[src/rtl/l2_port_arbiter.sv]
// l2_port_arbiter: shares the single L2 line port between L1I fills and L1D fills/write-backs.
// Latency: a request seen in IDLE drives the L2 command from the next cycle; the response is routed combinationally.
// Backpressure: the owner holds its request until resp, and one REST cycle follows every response; `L2_ARB_ROUND_ROBIN_EN selects the round-robin tie-break (default: fixed D priority).
module l2_port_arbiter #(
   parameter int ADDR_WIDTH = 32,
   parameter int LINE_WIDTH = 256
) (
   input  logic                  clk,
   input  logic                  reset,
   input  logic                  i_read,
   input  logic [ADDR_WIDTH-1:0] i_address,
   output logic [LINE_WIDTH-1:0] i_rdata,
   output logic                  i_resp,
   input  logic                  d_read,
   input  logic                  d_write,
   input  logic [ADDR_WIDTH-1:0] d_address,
   input  logic [LINE_WIDTH-1:0] d_wdata,
   output logic [LINE_WIDTH-1:0] d_rdata,
   output logic                  d_resp,
   output logic                  l2_read,
   output logic                  l2_write,
   output logic [ADDR_WIDTH-1:0] l2_address,
   output logic [LINE_WIDTH-1:0] l2_wdata,
   input  logic [LINE_WIDTH-1:0] l2_rdata,
   input  logic                  l2_resp,
   output logic                  l2_read_or_write
);

   typedef enum logic [1:0] {
      IDLE    = 2'd0,
      SERVE_I = 2'd1,
      SERVE_D = 2'd2,
      REST    = 2'd3
   } state_t;

   state_t                  state_q, state_d;
   logic [ADDR_WIDTH-1:0]   cmd_addr_q, cmd_addr_d;
   logic [LINE_WIDTH-1:0]   cmd_wdata_q, cmd_wdata_d;
   logic                    cmd_write_q, cmd_write_d;
   logic                    req_i, req_d;
   logic                    grant_i, grant_d;
`ifdef L2_ARB_ROUND_ROBIN_EN
   // Set when D was the most recent grant; reset value means "I granted last".
   logic                    last_d_q, last_d_d;
`endif

   // Next-state, grant selection and command capture.
   always_comb begin
      req_i       = i_read;
      req_d       = d_read | d_write;
      state_d     = state_q;
      cmd_addr_d  = cmd_addr_q;
      cmd_wdata_d = cmd_wdata_q;
      cmd_write_d = cmd_write_q;
      grant_i     = 1'b0;
      grant_d     = 1'b0;
`ifdef L2_ARB_ROUND_ROBIN_EN
      last_d_d    = last_d_q;
`endif
      case (state_q)
         IDLE: begin
            if (req_i && req_d) begin
`ifdef L2_ARB_ROUND_ROBIN_EN
               grant_i = last_d_q;
               grant_d = ~last_d_q;
`else
               grant_d = 1'b1;
`endif
            end else begin
               grant_d = req_d;
               grant_i = req_i;
            end
            if (grant_d) begin
               state_d     = SERVE_D;
               cmd_addr_d  = d_address;
               cmd_wdata_d = d_wdata;
               // A simultaneous read+write is treated as a write-back.
               cmd_write_d = d_write;
`ifdef L2_ARB_ROUND_ROBIN_EN
               last_d_d    = 1'b1;
`endif
            end else if (grant_i) begin
               state_d     = SERVE_I;
               cmd_addr_d  = i_address;
               cmd_wdata_d = '0;
               cmd_write_d = 1'b0;
`ifdef L2_ARB_ROUND_ROBIN_EN
               last_d_d    = 1'b0;
`endif
            end
         end
         SERVE_I, SERVE_D: begin
            if (l2_resp) state_d = REST;
         end
         REST:    state_d = IDLE;
         default: state_d = IDLE;
      endcase
   end

   // State and latched command registers.
   always_ff @(posedge clk or posedge reset) begin
      if (reset) begin
         state_q     <= IDLE;
         cmd_addr_q  <= '0;
         cmd_wdata_q <= '0;
         cmd_write_q <= 1'b0;
`ifdef L2_ARB_ROUND_ROBIN_EN
         last_d_q    <= 1'b0;
`endif
      end else begin
         state_q     <= state_d;
         cmd_addr_q  <= cmd_addr_d;
         cmd_wdata_q <= cmd_wdata_d;
         cmd_write_q <= cmd_write_d;
`ifdef L2_ARB_ROUND_ROBIN_EN
         last_d_q    <= last_d_d;
`endif
      end
   end

   // L2 command is driven only while a requester owns the port; responses go to the owner.
   always_comb begin
      l2_read    = 1'b0;
      l2_write   = 1'b0;
      l2_address = '0;
      l2_wdata   = '0;
      if (state_q == SERVE_I || state_q == SERVE_D) begin
         l2_read    = ~cmd_write_q;
         l2_write   = cmd_write_q;
         l2_address = cmd_addr_q;
         l2_wdata   = cmd_wdata_q;
      end
      i_resp           = l2_resp & (state_q == SERVE_I);
      d_resp           = l2_resp & (state_q == SERVE_D);
      i_rdata          = l2_rdata;
      d_rdata          = l2_rdata;
      l2_read_or_write = l2_read | l2_write;
   end

endmodule

[config.mk]
export PLATFORM = sky130hd
export DESIGN_NAME = l2_port_arbiter
export DESIGN_NICKNAME = d
export VERILOG_FILES = /design/src/rtl/l2_port_arbiter.sv
export SDC_FILE = /design/constraint.sdc
export NUM_CORES = 1
export LEC_CHECK = 0
export BUFFER_PORTS_ARGS = -buffer_cell sky130_fd_sc_hd__buf_2
export CORE_AREA = 2 2 545 547
export CTS_BUF_LIST = sky130_fd_sc_hd__clkbuf_8 sky130_fd_sc_hd__clkbuf_16
export CTS_CLUSTER_DIAMETER = 60
export DETAILED_ROUTE_END_ITERATION = 6
export DIE_AREA = 0 0 547 549
export PLACE_DENSITY = 0.3
export SLEW_MARGIN = 0
export SYNTH_ARGS = -nofsm -noshare
export SYNTH_HDL_FRONTEND = slang
export SYNTH_SLANG_ARGS = --single-unit
[constraint.sdc]
create_clock -name clk -period 14.7 [get_ports clk]
set_input_delay 2.205 -clock clk [delete_from_list [all_inputs] [get_ports clk]]
set_output_delay 2.205 -clock clk [all_outputs]
set_load 0.1 [all_outputs]
# After elaboration in Yosys (flattened, before gate mapping)
# Index checks and enable logic that the tools add are counted.
dict set report classes {
  n_eq_ne 5
  n_reduce_logical 7
  bitwise 5
  muxes 18
}
# operator count
set ops {}
lappend ops {{2-to-1 mux 256 bit} 3}
lappend ops {{2-to-1 mux 32 bit} 3}
lappend ops {{2-to-1 mux 1 bit} 8}
lappend ops {{2-to-1 mux 2 bit} 3}
lappend ops {{one-hot mux 2 bit (3 select lines)} 1}
lappend ops {{== test 2 bit (second input constant)} 2}
lappend ops {{AND reduction 2 bit} 2}
lappend ops {{!= test 3 bit (second input constant)} 1}
lappend ops {{AND 1 bit} 2}
lappend ops {{== test 2 x 1 -> 1 bit (second input constant)} 1}
lappend ops {{logical NOT 2 bit} 1}
lappend ops {{!= test 2 bit (second input constant)} 1}
lappend ops {{bitwise OR 1 bit} 2}
lappend ops {{nonzero test 2 bit} 1}
lappend ops {{OR reduction 2 bit} 1}
lappend ops {{logical AND 1 bit} 1}
lappend ops {{logical OR 1 bit} 1}
lappend ops {{NOT 1 bit} 1}
dict set report word_totals {
  word_cells 39
  ff_bits 291
  input_bits 582
}

# Logic depth before layout (Yosys ltp)
dict set report depth {
  depth_word 7
  depth_mapped 7
  ltp_nobuf 5
}

# Worst setup path before layout
# No wires, ideal clock.
dict set report synth_timing {
  path_type {input -> output}
  startpoint {input l2_resp}
  endpoint {output d_resp}
  path_slack_ns 9.553
  stages 1
  arrival_time_ns 2.942
  cell_sequence {and2_1}
}
dict set report synth_between {
  elab_chain_len 1
}
# element line_no
set synth_lines {}
lappend synth_lines {{start, declared} 25} ;# input logic l2_resp,
lappend synth_lines {{AND 1 bit} 134} ;# d_resp = l2_resp & (state_q == SERVE_D);
lappend synth_lines {{end, declared} 19} ;# output logic d_resp,
# Every way passes these cells.

# Worst setup path in the final report
dict set report layout_timing {
  startpoint {register state_q[0]}
  endpoint {output l2_wdata[48]}
}
dict set report layout_between {
  elab_chain_len 3
  elab_cells_between_ends 4
}
# element line_no
set layout_lines {}
lappend layout_lines {{start, declared} 36} ;# state_t state_q, state_d;
lappend layout_lines {{start signal, assigned} 111} ;# state_q <= state_d;
lappend layout_lines {{== test 2 x 1 -> 1 bit / == test 2 bit (equally long branches)} 127} ;# if (state_q == SERVE_I || state_q == SERVE_D) begin
lappend layout_lines {{logical OR 1 bit (*)} 127}
lappend layout_lines {{2-to-1 mux 256 bit (*)} 127}
lappend layout_lines {{end, declared} 23} ;# output logic [LINE_WIDTH-1:0] l2_wdata,
# Every way passes the cells marked *; elsewhere a longest branch is shown, timed or not.

==> metrics <==
GR Util met3 0.0579; fin crit share 0.428; clock buffer depth 4; H-tree levels 3; sequential fraction of the synthesis area 0.441; Finished Layout Cells around 5700; CP Data Required Time between 10 and 15 ns; CTS tree built; Starting Density 0.0560; critical path type reg -> out; outcome finished, final reports clean; Hold Path Class reg -> reg; # hold bufs at CTS 0; worst skew pair latency roughly 0.76 ns; synth unique cells 20; DP HPWL 106000 µm; row cnt 200; Finished Cell Area ~0.023 mm²; unrepaired setup endpoints after global routing no; vias per cell approximately 2.2; via count about 12000; Critical Path AT 4.08 ns; clock skew 0.0431 ns; Slew Limit Fails 0; nets 2246; minimum clock period between 6 and 7 ns; Mapped Area between 0.015 and 0.02 mm²; post-cts sizing count 0; Ports roughly 1400; Post-CTS Setup Repair Bufs 0; Die W 547 µm; drt drc 0; final setup vio count 0; layout cells sized above 1 0.437; Routability Congestion just over 0.7; Buffers on Ports 618; Worst-path clk slew around 0.05 ns; antenna violations before repair ~110; max_cap viols 0; first-pass GRT wire length around 160000 µm; syn_area_per_cell ~11 µm²; remaining antenna violation count 0; dpl cell area slightly above 0.02 mm²; Die Area roughly 0.3 mm²; Core Region ~0.3 mm²; DRT iter0 DRCs ~580; Slew @ Worst Pin ~1.2 ns; number of global-route vias before repair roughly 13000; FMAX 159 MHz; largest net degree at the start of global routing roughly 180; Die H around 550 µm; routed len/inst between 20 and 25 µm; Placed Cells about 5500; drt first pass iters 4; M2 GR Usage 0.113; Final Hold Viols 0; slew margin rel. 0.199; Post-Synthesis Cells approximately 1600; busiest layer in global routing met2; Post-Synthesis Net Count between 2000 and 2500; Remaining Overflow, GRT 0; register bit count reported by yosys slightly below 300; met1 Resource Use GR 0.0927; Clock Sinks just under 300; clock buffer count from CTS slightly above 70; Area Overhead vs Synth 37.7%; Total GRT Usage 0.0824; critical path launch point type register; Post-Route WL 128000 µm; Post-Route Setup TNS 0 ns; yosys warns 0; Critical Path End Type output port; Root Buffer clkbuf_16; crit path max fanout just over 100
-- per-layer routing --
layer / part of all wire / up-vias
met5: 0.0012 / -
met4: 0.064 / 8
met3: 0.16 / 508
met2: 0.39 / 1120
met1: 0.39 / 5570
li1: - / 5004
-- sequential cells by signal, summed over array words and instances, names as in the netlist --
name and count:
cmd_addr_q 32, cmd_wdata_q 256, cmd_write_q 1, state_q 2
-- cells by family (layout without fill, tap and decap cells) --
family | Yosys count | after routing | synth area share
fa+ha+maj | 3 | 3 | 0.00227
compound gates | 295 | 295 | 0.148
other cells | 0 | 18 | 0
buf+inv | 616 | 758 | 0.268
flops | 291 | 291 | 0.441
simple gates | 332 | 332 | 0.121
mux | 32 | 32 | 0.0194
-- metrics by stage --
| step | worst slack [ns] | hold slack [ns] | utilization |
|---|---|---|---|
| floorplan | 4.46 | 0.442 | - |
| global placement | 9.17 | 0.455 | 0.0688 |
| detailed placement | 9.01 | 0.463 | 0.0688 |
| CTS | 8.13 | 0.472 | 0.0769 |
| global route | 8.01 | 0.496 | 0.0770 |
| finish | 8.41 | 0.467 | 0.0771 |
-- synthesized netlist by cell type --
cell type	number	area share
buf_4	534	0.24
and2_1	291	0.11
dfrtp_1	291	0.44
a22o_1	256	0.14
clkbuf_1	39	0.0089
nand2_1	36	0.0082
mux2i_1	32	0.019
o21ai_0	32	0.0097
buf_2	29	0.0088
buf_6	10	0.0068
a21oi_1	4	0.0012
inv_1	4	0.00091
ha_1	3	0.0023
nand2b_1	2	0.00076
a211o_1	1	0.00053
a211oi_1	1	0.00045
nor2_1	1	0.00023
nor2_4	1	0.00068
nor2b_1	1	0.00038
o31ai_2	1	0.00076
-- worst max-delay path, stage by stage (launching register included) --
cell and delay [ns]:
dfrtp_1 0.38, inv_1 0.10, ha_4 0.83, buf_12 0.46
buf_4 0.71, and2_1 0.25, buf_2 0.43
-- cells in the final DEF (no fill, tap or decap), types with 3 or more instances in the layout --
master	n
buf_12	3
o21ai_0	32
bufinv_16	7
a22o_1	256
clkinvlp_4	5
clkbuf_16	72
and2_1	291
clkbuf_8	8
dfrtp_1	291
nand2_1	36
mux2i_1	32
a21oi_1	4
buf_2	618
clkinv_4	10
clkinv_2	5
diode_2	18
buf_4	10
inv_1	15
-- final cells by class --
cell class	count	area (µm²)
Clock buffer	80	1910
Clock inverter	43	490
Timing Repair Buffer	631	3230
Antenna cell	18	45.0
Fill cell	34400	272000
Sequential cell	291	7280
Multi-Input combinational cell	662	4830
Tap cell	3939	4930
Inverter	4	22.5
-- worst paths after layout --
check	from	endpoint	slack [ns]	cells past startpoint
max in group asynchronous	reset	cmd_wdata_q[29]	10.35	5
min in group asynchronous	reset	cmd_wdata_q[117]	1.48	2
min reg2reg	cmd_addr_q[3]	cmd_addr_q[3]	0.47	2
max	state_q[0]	l2_wdata[48]	8.41	6
max reg2reg	state_q[0]	cmd_wdata_q[235]	11.53	5
min	cmd_addr_q[3]	cmd_addr_q[3]	0.47	2
Power is left out: the tool's default activity adds up to more than one toggle a clock period on the data nets, which glitch-free logic cannot reach.
